<file path="src/rtl/day10_parser_if.sv">
// AXI-Stream byte channel feeding the day10 line parser.
interface axi_stream_if #(
    parameter int DATA_WIDTH = 8
);
    logic [DATA_WIDTH-1:0] tdata;
    logic                  tvalid;
    logic                  tready;
    logic                  tlast;

    modport master (
        output tdata, tvalid, tlast,
        input  tready
    );

    modport slave (
        input  tdata, tvalid, tlast,
        output tready
    );
endinterface

</file>
<file path="src/rtl/day10_parser.sv">
// ASCII machine-line parser for the day10 solver: one packed record per line.
// Define DAY10_PARSER_CHECK_EN to add the sticky malformed-input flag `err`.
module day10_parser #(
    parameter int MAX_NUM_LIGHTS  = 7,
    parameter int MAX_NUM_BUTTONS = 7,
    parameter int AXI_DATA_WIDTH  = 8
) (
    input  logic clk,
    input  logic rst_n,
    axi_stream_if.slave data_in,
    output logic rec_valid,
    input  logic rec_ready,
    output logic [MAX_NUM_LIGHTS-1:0] rec_lights,
    output logic [$clog2(MAX_NUM_LIGHTS+1)-1:0] rec_num_lights,
    output logic [MAX_NUM_BUTTONS*MAX_NUM_LIGHTS-1:0] rec_buttons,
    output logic [$clog2(MAX_NUM_BUTTONS+1)-1:0] rec_num_buttons,
    output logic rec_last
`ifdef DAY10_PARSER_CHECK_EN
    ,
    output logic err
`endif
);
    localparam int ML  = MAX_NUM_LIGHTS;
    localparam int MB  = MAX_NUM_BUTTONS;
    localparam int NLW = $clog2(ML + 1);
    localparam int NBW = $clog2(MB + 1);
    localparam int BW  = MB * ML;

    localparam logic [NLW-1:0] ML_C = NLW'(ML);
    localparam logic [NBW-1:0] MB_C = NBW'(MB);

    localparam logic [7:0] CH_LB   = 8'h5B;
    localparam logic [7:0] CH_RB   = 8'h5D;
    localparam logic [7:0] CH_DOT  = 8'h2E;
    localparam logic [7:0] CH_HASH = 8'h23;
    localparam logic [7:0] CH_LP   = 8'h28;
    localparam logic [7:0] CH_RP   = 8'h29;
    localparam logic [7:0] CH_COM  = 8'h2C;
    localparam logic [7:0] CH_LC   = 8'h7B;
    localparam logic [7:0] CH_NL   = 8'h0A;
    localparam logic [7:0] CH_SP   = 8'h20;
    localparam logic [7:0] CH_CR   = 8'h0D;

    localparam logic [2:0] S_SEEK   = 3'd0;
    localparam logic [2:0] S_LIGHTS = 3'd1;
    localparam logic [2:0] S_GROUPS = 3'd2;
    localparam logic [2:0] S_BUTTON = 3'd3;
    localparam logic [2:0] S_JOLT   = 3'd4;
    localparam logic [2:0] S_EMIT   = 3'd5;

    logic [2:0]     state_q, state_d;
    logic [ML-1:0]  lights_q, lights_d;
    logic [NLW-1:0] nl_q, nl_d;
    logic [BW-1:0]  btn_q, btn_d;
    logic [NBW-1:0] nb_q, nb_d;
    logic [ML-1:0]  cur_q, cur_d;
    logic           last_q, last_d;

    logic [AXI_DATA_WIDTH-1:0] beat;
    logic [7:0] b;
    logic [3:0] dig;
    logic       fire;
    logic       skip;
    logic       is_dig;

    assign beat   = data_in.tdata;
    assign b      = beat[7:0];
    assign dig    = b[3:0];
    assign is_dig = (b >= 8'h30) && (b <= 8'h39);
    assign skip   = (b == CH_SP) || (b == CH_CR);

    // Input is frozen for as long as a record is waiting downstream.
    assign rec_valid      = (state_q == S_EMIT);
    assign data_in.tready = !rec_valid;
    assign fire           = data_in.tvalid && !rec_valid;

    always_comb begin
        state_d  = state_q;
        lights_d = lights_q;
        nl_d     = nl_q;
        btn_d    = btn_q;
        nb_d     = nb_q;
        cur_d    = cur_q;
        last_d   = last_q;
        if (state_q == S_EMIT) begin
            if (rec_ready) begin
                state_d  = S_SEEK;
                lights_d = '0;
                nl_d     = '0;
                btn_d    = '0;
                nb_d     = '0;
                cur_d    = '0;
                last_d   = 1'b0;
            end
        end else if (fire) begin
            if (!skip) begin
                unique case (state_q)
                    S_SEEK: begin
                        if (b == CH_LB) state_d = S_LIGHTS;
                    end
                    S_LIGHTS: begin
                        unique case (1'b1)
                            (b == CH_DOT) || (b == CH_HASH): begin
                                if (nl_q < ML_C) begin
                                    for (int i = 0; i < ML; i++) begin
                                        if (nl_q == NLW'(i))
                                            lights_d[i] = (b == CH_HASH);
                                    end
                                    nl_d = nl_q + NLW'(1);
                                end
                            end
                            b == CH_RB: state_d = S_GROUPS;
                            default: ;
                        endcase
                    end
                    S_GROUPS: begin
                        unique case (1'b1)
                            b == CH_LP: begin
                                cur_d   = '0;
                                state_d = S_BUTTON;
                            end
                            b == CH_LC: state_d = S_JOLT;
                            b == CH_NL: state_d = S_EMIT;
                            default: ;
                        endcase
                    end
                    S_BUTTON: begin
                        unique case (1'b1)
                            is_dig: begin
                                for (int i = 0; i < ML; i++) begin
                                    if (dig == 4'(i)) cur_d[i] = 1'b1;
                                end
                            end
                            b == CH_RP: begin
                                // Groups past capacity are consumed but not kept.
                                for (int j = 0; j < MB; j++) begin
                                    if (nb_q == NBW'(j))
                                        btn_d[j*ML +: ML] = cur_q;
                                end
                                if (nb_q < MB_C) nb_d = nb_q + NBW'(1);
                                state_d = S_GROUPS;
                            end
                            default: ;
                        endcase
                    end
                    S_JOLT: begin
                        if (b == CH_NL) state_d = S_EMIT;
                    end
                    default: state_d = S_SEEK;
                endcase
            end
            if (data_in.tlast) state_d = S_EMIT;
            if (state_d == S_EMIT) last_d = data_in.tlast;
        end
    end

    always_ff @(posedge clk or negedge rst_n) begin
        if (!rst_n) begin
            state_q  <= S_SEEK;
            lights_q <= '0;
            nl_q     <= '0;
            btn_q    <= '0;
            nb_q     <= '0;
            cur_q    <= '0;
            last_q   <= 1'b0;
        end else begin
            state_q  <= state_d;
            lights_q <= lights_d;
            nl_q     <= nl_d;
            btn_q    <= btn_d;
            nb_q     <= nb_d;
            cur_q    <= cur_d;
            last_q   <= last_d;
        end
    end

    assign rec_lights      = lights_q;
    assign rec_num_lights  = nl_q;
    assign rec_buttons     = btn_q;
    assign rec_num_buttons = nb_q;
    assign rec_last        = last_q;

`ifdef DAY10_PARSER_CHECK_EN
    logic bad;
    logic err_q;

    always_comb begin
        bad = 1'b0;
        if (fire && !skip) begin
            unique case (state_q)
                S_SEEK:
                    bad = (b != CH_LB) && (b != CH_NL);
                S_LIGHTS:
                    if ((b == CH_DOT) || (b == CH_HASH))
                        bad = (nl_q == ML_C);
                    else
                        bad = (b != CH_RB);
                S_GROUPS:
                    bad = (b != CH_LP) && (b != CH_LC) && (b != CH_NL);
                S_BUTTON:
                    if (is_dig)
                        bad = (dig >= 4'(ML));
                    else if (b == CH_RP)
                        bad = (nb_q == MB_C);
                    else
                        bad = (b != CH_COM);
                default: bad = 1'b0;
            endcase
        end
    end

    always_ff @(posedge clk or negedge rst_n) begin
        if (!rst_n) err_q <= 1'b0;
        else        err_q <= err_q | bad;
    end

    assign err = err_q;
`endif
endmodule

</file>
<file path="src/flat_wrapper.sv">
// flat-port wrapper written by rule: the top's interface ports become plain ports
module day10_parser_flat 
#(
    parameter int MAX_NUM_LIGHTS  = 7,
    parameter int MAX_NUM_BUTTONS = 7,
    parameter int AXI_DATA_WIDTH  = 8
)
  (clk, rst_n, rec_valid, rec_ready, rec_lights, rec_num_lights, rec_buttons, rec_num_buttons, rec_last, data_in_tdata, data_in_tvalid, data_in_tlast, data_in_tready);
  axi_stream_if #(.DATA_WIDTH(8)) data_in_i ();
  input  logic clk;
  input  logic rst_n;
  output logic rec_valid;
  input  logic rec_ready;
  output logic [MAX_NUM_LIGHTS-1:0] rec_lights;
  output logic [$clog2(MAX_NUM_LIGHTS+1)-1:0] rec_num_lights;
  output logic [MAX_NUM_BUTTONS*MAX_NUM_LIGHTS-1:0] rec_buttons;
  output logic [$clog2(MAX_NUM_BUTTONS+1)-1:0] rec_num_buttons;
  output logic rec_last;
  input wire logic [$bits(data_in_i.tdata)-1:0] data_in_tdata;
  input wire logic [$bits(data_in_i.tvalid)-1:0] data_in_tvalid;
  input wire logic [$bits(data_in_i.tlast)-1:0] data_in_tlast;
  output wire logic [$bits(data_in_i.tready)-1:0] data_in_tready;
  assign data_in_i.tdata = data_in_tdata;
  assign data_in_i.tvalid = data_in_tvalid;
  assign data_in_i.tlast = data_in_tlast;
  assign data_in_tready = data_in_i.tready;
  day10_parser #(.MAX_NUM_LIGHTS(MAX_NUM_LIGHTS), .MAX_NUM_BUTTONS(MAX_NUM_BUTTONS), .AXI_DATA_WIDTH(AXI_DATA_WIDTH)) u_core (.clk(clk), .rst_n(rst_n), .data_in(data_in_i), .rec_valid(rec_valid), .rec_ready(rec_ready), .rec_lights(rec_lights), .rec_num_lights(rec_num_lights), .rec_buttons(rec_buttons), .rec_num_buttons(rec_num_buttons), .rec_last(rec_last));
endmodule
</file>
<file path="config.mk">
export PLATFORM = sky130hd
export DESIGN_NAME = day10_parser_flat
export DESIGN_NICKNAME = d
export VERILOG_FILES = /design/src/rtl/day10_parser_if.sv /design/src/rtl/day10_parser.sv /design/src/flat_wrapper.sv
export SDC_FILE = /design/constraint.sdc
export NUM_CORES = 1
export LEC_CHECK = 0
export BUFFER_PORTS_ARGS = -buffer_cell sky130_fd_sc_hd__buf_2
export CAP_MARGIN = 10
export CORE_ASPECT_RATIO = 1.25
export CORE_MARGIN = 2
export CORE_UTILIZATION = 28
export CTS_CLUSTER_SIZE = 14
export DETAILED_ROUTE_END_ITERATION = 8
export PLACE_DENSITY = 0.52
export SETUP_SLACK_MARGIN = 0.1
export SYNTH_ARGS = -nofsm -noshare
export SYNTH_HDL_FRONTEND = slang
export SYNTH_SLANG_ARGS = --single-unit
</file>
<file path="constraint.sdc">
create_clock -name clk -period 3.17 [get_ports clk]
set_input_delay 0.1585 -clock clk [delete_from_list [all_inputs] [get_ports clk]]
set_output_delay 0.1585 -clock clk [all_outputs]
set_load 0.005 [all_outputs]
</file>
Word-level counts from Yosys, hierarchy flattened
Cells that the tools add are included.
- latch bits: 0
- logic and storage cells: 202
- register bits: 73
- memory bits (read-only): 0
- memory bits (writable): 0
- output and inout port bits: 65
- memories kept: 0
- multiplexer cells: 69
- div/mod/pow operators: 0
- reductions and logical operators: 57
- $add $sub $neg: 2
- bitwise gates (word level): 0
- order comparisons: 4
- multipliers: 0
- shift operators: 0
- eq/ne operators: 45
- operators with widths (operator ; number):
    49-bit 2-to-1 mux ; 6
    7-bit 2-to-1 mux ; 19
    7-bit AND reduction ; 14
    3-bit 2-to-1 mux ; 23
    6-bit AND reduction ; 9
    2-bit nonzero test ; 22
    8-bit by 6-bit == test with 1-bit output (second input constant) ; 5
    3-bit == test (second input constant) ; 9
    3-bit by 1-bit != test with 1-bit output (second input constant) ; 9
    8-bit by 7-bit == test with 1-bit output (second input constant) ; 3
    3-bit by 2-bit == test with 1-bit output (second input constant) ; 6
    1-bit 2-to-1 mux ; 18
    8-bit by 4-bit == test with 1-bit output (second input constant) ; 2
    3-bit case mux with 5 select lines ; 1
    7-bit case mux with 2 select lines ; 1
    4-bit by 3-bit == test with 1-bit output (second input constant) ; 3
    3-bit by 1-bit == test with 1-bit output (second input constant) ; 3
    3-bit logical NOT ; 3
    3-bit case mux with 3 select lines ; 1
    4-bit by 2-bit == test with 1-bit output (second input constant) ; 2
    8-bit by 6-bit >= comparator with 1-bit output (second input constant) ; 1
    8-bit by 6-bit less-or-equal comparator with 1-bit output (second input constant) ; 1
    3-bit by 1-bit adder with 3-bit output (second input constant) ; 2
    3-bit less-than comparator (second input constant) ; 2
    other kinds (10) ; 12

Longest topological paths before layout
- depth in word-level cells: 11
- gate-level depth with buffers: 8

Worst setup path before layout
OpenSTA, ideal clock, no wires.
- path kind: flip-flop to flip-flop
- start point: register u_core.state_q[2]
- end point: register u_core.lights_q[3], in the netlist u_core.rec_lights[3]
- setup time: 125 ps
- arrival: 1659 ps
- cell stages (with the launch flop): 9
- data required time: 3045 ps
- path slack: 1386 ps
- path buffers: 2
- path through: dfrtp_1 -> buf_2 -> nand3b_1 -> inv_1 -> nand2_1 -> o21ai_2 -> buf_4 -> o21ai_0 -> mux2_2
- word-level cells in the longest chain between the ends: 5
- elaborated cells between the ends (all ways): 13
- ends and longest elaborated chain (element ; line ; RTL):
    start: declaration ; day10_parser.sv:51 ; logic [2:0] state_q, state_d;
    start signal: assignment ; day10_parser.sv:167 ; state_q <= state_d;
    3-bit == test ; day10_parser.sv:73, day10_parser.sv:85 ;
    1-bit logical NOT ; day10_parser.sv:75 ; assign fire = data_in.tvalid && !rec_valid;
    1-bit logical AND ; day10_parser.sv:75 ;
    2-bit nonzero test (no source line) ; -- ;
    7-bit AND reduction (no source line) ; -- ;
    end signal: assignment ; day10_parser.sv:168 ; lights_q <= lights_d;
    end: declaration ; day10_parser.sv:52 ; logic [ML-1:0] lights_q, lights_d;
Several ways; a longest one is shown, not always the timed one.
A chain may end at the register's enable or synchronous reset.

Worst setup path in the final report
- start point: register u_core.state_q[0]
- end point: register u_core.btn_q[13], in the netlist u_core.rec_buttons[13]
- word-level cells in the longest chain between the ends: 5
- elaborated cells between the ends (all ways): 12
- ends and longest elaborated chain (element ; line ; RTL):
    3-bit == test ; day10_parser.sv:73, day10_parser.sv:85 ;
    1-bit logical NOT ; day10_parser.sv:75 ;
    1-bit logical AND ; day10_parser.sv:75 ;
    2-bit nonzero test (no source line) ; -- ;
    6-bit AND reduction (no source line) ; -- ;
    end signal: assignment ; day10_parser.sv:170 ; btn_q <= btn_d;
    end: declaration ; day10_parser.sv:54 ; logic [BW-1:0] btn_q, btn_d;
Several ways; a longest one is shown, not always the timed one.

==> report_table.html <==
<table>
<tr><th>Metric</th><th>Value</th></tr>
<tr><th colspan="2">Yosys</th></tr>
<tr><td>Total nets after synthesis</td><td>369</td></tr>
<tr><td>Flip-flop and latch count after synthesis</td><td>73</td></tr>
<tr><td>Count of different cell masters after synthesis</td><td>50</td></tr>
<tr><td>Top_reg_cell synth</td><td>sky130_fd_sc_hd__dfrtp_1</td></tr>
<tr><td>Sequential-to-total area share from yosys stat</td><td>51.41%</td></tr>
<tr><td>Cell count after synthesis</td><td>roughly 350</td></tr>
<tr><td>Number of enable flip-flop cells after synthesis</td><td>0</td></tr>
<tr><td>Yosys synthesis warning count</td><td>0</td></tr>
<tr><td>Mapped cell area</td><td>~3600 sq um</td></tr>
<tr><td>Fraction of registers with async set or reset after synthesis</td><td>100.0%</td></tr>
<tr><td>Mapped Avg Cell Area</td><td>10.27 sq um</td></tr>
<tr><th colspan="2">Timing</th></tr>
<tr><td>Final hold violation count</td><td>0</td></tr>
<tr><td>Share of the clock period used by the worst path</td><td>a little over two thirds</td></tr>
<tr><td>Max-slew headroom at the worst pin</td><td>48.22%</td></tr>
<tr><td>Period minus WS final</td><td>2.213 ns</td></tr>
<tr><td>Tightest Pin Transition</td><td>0.7750 ns</td></tr>
<tr><td>Post-route clock skew</td><td>0.007057 ns</td></tr>
<tr><td>Maximum frequency from static timing analysis</td><td>between 400 and 500 MHz</td></tr>
<tr><td>Finish-stage setup viols</td><td>0</td></tr>
<tr><td>Unrepaired setup endpoints after global routing</td><td>no</td></tr>
<tr><td>Number of max-slew violations in the final report</td><td>0</td></tr>
<tr><td>Setup TNS after final layout</td><td>0 ns</td></tr>
<tr><th colspan="2">Run status</th></tr>
<tr><td>Outcome</td><td>finished clean</td></tr>
<tr><th colspan="2">Setup path</th></tr>
<tr><td>Setup CP Type</td><td>reg -&gt; reg</td></tr>
<tr><td>Most used cell along the critical path</td><td>sky130_fd_sc_hd__nand2_1</td></tr>
<tr><td>CP arrival</td><td>2.47 ns</td></tr>
<tr><td>Peak per-stage delay on the critical path</td><td>0.56 ns</td></tr>
<tr><td>FF-to-FF Start</td><td>u_core.state_q[0]</td></tr>
<tr><td>Largest fanout of any net on the critical path</td><td>23</td></tr>
<tr><td>Top delay family on crit path</td><td>simple AND/OR/NAND/NOR gates</td></tr>
<tr><td>Worst path buffer plus inverter count</td><td>2</td></tr>
<tr><td>Critical path launch point</td><td>u_core.state_q[0]</td></tr>
<tr><td>Critical path capture point type</td><td>flip-flop</td></tr>
<tr><td>Critical path, cell by cell</td><td>nand3b_1 &gt; inv_1 &gt; nand2_1 &gt; buf_4 &gt; nand2_1 &gt; nand3_1 &gt; o21ai_0</td></tr>
<tr><td>Slowest library cell on the worst path</td><td>sky130_fd_sc_hd__dfrtp_1</td></tr>
<tr><td>Required time worst endpoint</td><td>around 3.4 ns</td></tr>
<tr><td>Type of element launching the critical path</td><td>flip-flop</td></tr>
<tr><th colspan="2">Global routing</th></tr>
<tr><td>Vias in the first global route</td><td>between 2000 and 3000</td></tr>
<tr><td>Antenna violations before repair</td><td>0</td></tr>
<tr><td>Pin count of the biggest net entering global routing</td><td>35</td></tr>
<tr><td>Wire length of the first global-routing pass</td><td>15260 um</td></tr>
<tr><td>Aggregate global-route resource usage</td><td>14.37%</td></tr>
<tr><td>Grt ovf</td><td>0</td></tr>
<tr><th colspan="2">Floorplan</th></tr>
<tr><td>Starting utilization of the core area</td><td>28.32%</td></tr>
<tr><td>FP Rows</td><td>46</td></tr>
<tr><td>Die W</td><td>about 100 um</td></tr>
<tr><td>Die Span Y</td><td>130.0 um</td></tr>
<tr><td>Floorplan die area</td><td>about 14000 sq um</td></tr>
<tr><td>I/O Pins</td><td>78</td></tr>
<tr><td>Core box area</td><td>between 10000 and 15000 sq um</td></tr>
<tr><th colspan="2">Pwr</th></tr>
<tr><td>Clock network fraction of total power</td><td>37.7%</td></tr>
<tr><td>Combinational share of power</td><td>~22%</td></tr>
<tr><td>Power spent charging and discharging nets</td><td>~940 uW</td></tr>
<tr><td>Part of the power in registers</td><td>40.3%</td></tr>
<tr><td>Net switching share of the total power</td><td>32.67%</td></tr>
<tr><td>Lkg Pwr</td><td>between 2 and 2.5 nW</td></tr>
<tr><td>Worst IR drop on VDD</td><td>0.2313 mV</td></tr>
<tr><td>P_int</td><td>roughly 1.9 mW</td></tr>
<tr><td>Cell Pwr Density</td><td>651.0 nW/um^2</td></tr>
<tr><th colspan="2">Finish</th></tr>
<tr><td>Layout Nets</td><td>around 450</td></tr>
<tr><td>Area of combinational cells with multiple inputs</td><td>approximately 1600 sq um</td></tr>
<tr><td>Antenna Cells</td><td>0</td></tr>
<tr><td>Final Util</td><td>roughly a third</td></tr>
<tr><td>Fraction of final layout cells with drive strength greater than 1</td><td>30.37%</td></tr>
<tr><td>P&amp;R area growth vs syn</td><td>24.54%</td></tr>
<tr><td>Fill cell instance count of the final layout</td><td>1335</td></tr>
<tr><td>Sequential cell area</td><td>~1800 sq um</td></tr>
<tr><th colspan="2">Clocking</th></tr>
<tr><td>Clock-pin transition on the worst setup and hold timing paths</td><td>0.06 ns</td></tr>
<tr><td>TritonCTS clock tree</td><td>done</td></tr>
<tr><td>Htree depth</td><td>3</td></tr>
<tr><td>Cell chosen for the clock root</td><td>sky130_fd_sc_hd__clkbuf_16</td></tr>
<tr><td>Clock latency on the worst-skew pair</td><td>approximately 0.34 ns</td></tr>
<tr><td>Longest Clk Path Bufs</td><td>2</td></tr>
<tr><td>Setup repair bufs after CTS</td><td>0</td></tr>
<tr><td>TritonCTS Buffers</td><td>9</td></tr>
<tr><td>Clock net sink count</td><td>73</td></tr>
<tr><th colspan="2">Routing</th></tr>
<tr><td>Count of vias placed by the detailed router</td><td>just under 3000</td></tr>
<tr><td>Aggregate routed wire length</td><td>9499 um</td></tr>
<tr><td>Per-cell routed wire length</td><td>between 15 and 20 um</td></tr>
<tr><td>Vias per Instance</td><td>4.943</td></tr>
<tr><td>Starting DRT DRC Count</td><td>96</td></tr>
<tr><td>Number of nets with antenna violations after detailed routing</td><td>0</td></tr>
<tr><td>Iteration count of the initial detailed-routing pass</td><td>5</td></tr>
<tr><td>DRC violations left</td><td>0</td></tr>
<tr><th colspan="2">Placed design</th></tr>
<tr><td>Placer Congestion</td><td>0.8793</td></tr>
<tr><td>Dpl hpwl</td><td>between 7000 and 8000 um</td></tr>
<tr><td>IO Port Bufs</td><td>77</td></tr>
<tr><th colspan="2">Flow run</th></tr>
<tr><td>Max cap viols</td><td>0</td></tr>
<tr><th colspan="2">Min path</th></tr>
<tr><td>Type of the worst min-delay path</td><td>in -&gt; reg</td></tr>
<tr><td>Worst min-delay path startpoint</td><td>data_in_tlast</td></tr>
</table>
## layout make-up
class                   count  area share (%)
flip-flops and latches     73           41.28
clock inverters             5           1.781
clock buffers              11           5.485
multi-input cells         243           35.91
repair buffers             82           9.613
inverters                  14           1.187
well taps                 168           4.750
## stage by stage
stage / cell area [sq um] / hold slack [ns] / total power, mW / std cells / setup WS (ns)
global placement: 4094 / 0.2770 / 1.811 / 579 / 1.010
detailed placement: 4094 / 0.2828 / 1.807 / 579 / 0.8946
floorplan: 3553 / -0.1371 / 1.559 / 346 / 1.386
CTS: 4425 / 0.1512 / 2.908 / 596 / 0.9653
global route: 4425 / 0.1637 / 3.046 / 596 / 0.7083
finish: 4425 / 0.1600 / 2.881 / 596 / 0.9568
## final timing paths
path	end	slack [ns]	cells past startpoint
max in group asynchronous	u_core.rec_lights[0]	1.91	3
worst min-delay path	u_core.rec_last	0.16	3
min in group asynchronous	u_core.rec_buttons[24]	0.43	2
worst max register to register	u_core.rec_buttons[13]	0.96	7
worst max-delay path	u_core.rec_buttons[13]	0.96	7
worst min register to register	u_core.rec_buttons[47]	0.47	2
## logic make-up after synthesis
group / share of synthesized area, %
buffers and inverters: 3.873
adders and majority gates: 3.521
and+or+nand+nor: 19.65
muxes: 2.218
AOI/OAI and AO/OA: 19.33
DFF: 51.41
## worst reg2reg max path, cell delays in order (launching register included)
cell and delay [ns]:
sky130_fd_sc_hd__dfrtp_1 0.56, sky130_fd_sc_hd__nand3b_1 0.16, sky130_fd_sc_hd__inv_1 0.35, sky130_fd_sc_hd__nand2_1 0.24, sky130_fd_sc_hd__buf_4 0.28, sky130_fd_sc_hd__nand2_1 0.17
sky130_fd_sc_hd__nand3_1 0.18, sky130_fd_sc_hd__o21ai_0 0.20
## flip-flops by register name, summed over array words and instances, names as in the netlist
signal	flops
u_core.cur_q	7
u_core.rec_num_buttons	3
u_core.rec_num_lights	3
u_core.rec_buttons	49
u_core.rec_last	1
u_core.rec_lights	7
u_core.state_q	3
## repair_timing
item,in CTS,in global routing
hold endpoints to repair,32,0
hold buffers,1,0
resized for setup,0,0
## power groups by stage
stage,logic [mW],registers [mW],clock network [mW]
after global placement,0.639,1.17,0
after detailed placement,0.632,1.17,0
after global routing,0.719,1.17,1.16
after floorplan,0.465,1.09,0
final,0.633,1.16,1.09
after CTS,0.637,1.16,1.11
## synthesized netlist by cell type, drive strengths merged (3+ instances only)
cell type	instances	area share (%)
mux2	7	2.2
clkbuf	8	0.88
nor2b	8	1.4
inv	14	1.5
buf	8	1.5
a21oi	5	0.70
ha	10	3.5
a22o	20	4.9
nand3	31	4.5
and2	3	0.53
o22ai	6	1.1
dfrtp	73	51
a31o	3	0.74
nand2	44	4.7
nor2	20	3.0
a31oi	9	1.6
o21ai	42	7.3
and3	3	0.53
## per-layer routing
| layer | share of wire [%] | up-vias | GRT usage [%] | routed length, um |
|---|---|---|---|---|
| met3 | 4.6 | 15 | 3.397 | 436 |
| met4 | 2.0 | 0 | 5.725 | 189 |
| met5 | 0 | - | 0 | 0 |
| met1 | 46 | 1414 | 18.53 | 4415 |
| li1 | - | 1414 | - | - |
| met2 | 47 | 103 | 23.45 | 4459 |
## placed cells by master, fill, tap and decap left out, types with 2 or more instances in the layout
master,synthesis,layout
sky130_fd_sc_hd__o22ai_1,6,6
sky130_fd_sc_hd__o31ai_1,2,2
sky130_fd_sc_hd__dfrtp_1,73,73
sky130_fd_sc_hd__and2_1,3,3
sky130_fd_sc_hd__a211oi_1,2,2
sky130_fd_sc_hd__buf_4,3,4
sky130_fd_sc_hd__nor3_1,2,2
sky130_fd_sc_hd__o21ai_0,28,28
sky130_fd_sc_hd__buf_2,4,77
sky130_fd_sc_hd__a32oi_1,2,2
sky130_fd_sc_hd__bufinv_16,0,2
sky130_fd_sc_hd__ha_1,10,10
sky130_fd_sc_hd__and3_1,3,3
sky130_fd_sc_hd__a21oi_1,5,5
sky130_fd_sc_hd__nand3b_1,2,2
sky130_fd_sc_hd__nor2_4,4,4
sky130_fd_sc_hd__nand2_1,43,43
sky130_fd_sc_hd__a31o_2,3,3
sky130_fd_sc_hd__nand2b_1,2,2
sky130_fd_sc_hd__a22o_1,20,20
sky130_fd_sc_hd__a31oi_1,9,9
sky130_fd_sc_hd__o21a_1,2,2
sky130_fd_sc_hd__mux2_2,7,7
sky130_fd_sc_hd__clkinv_2,0,2
sky130_fd_sc_hd__nor2_1,15,15
sky130_fd_sc_hd__clkbuf_16,0,9
sky130_fd_sc_hd__and3b_1,2,2
sky130_fd_sc_hd__inv_1,14,14
sky130_fd_sc_hd__nor2b_1,8,8
sky130_fd_sc_hd__nand3_1,30,30
sky130_fd_sc_hd__o21ai_2,13,13
sky130_fd_sc_hd__nor3b_1,2,2
Note: power is estimated with default switching activity, not from simulation.
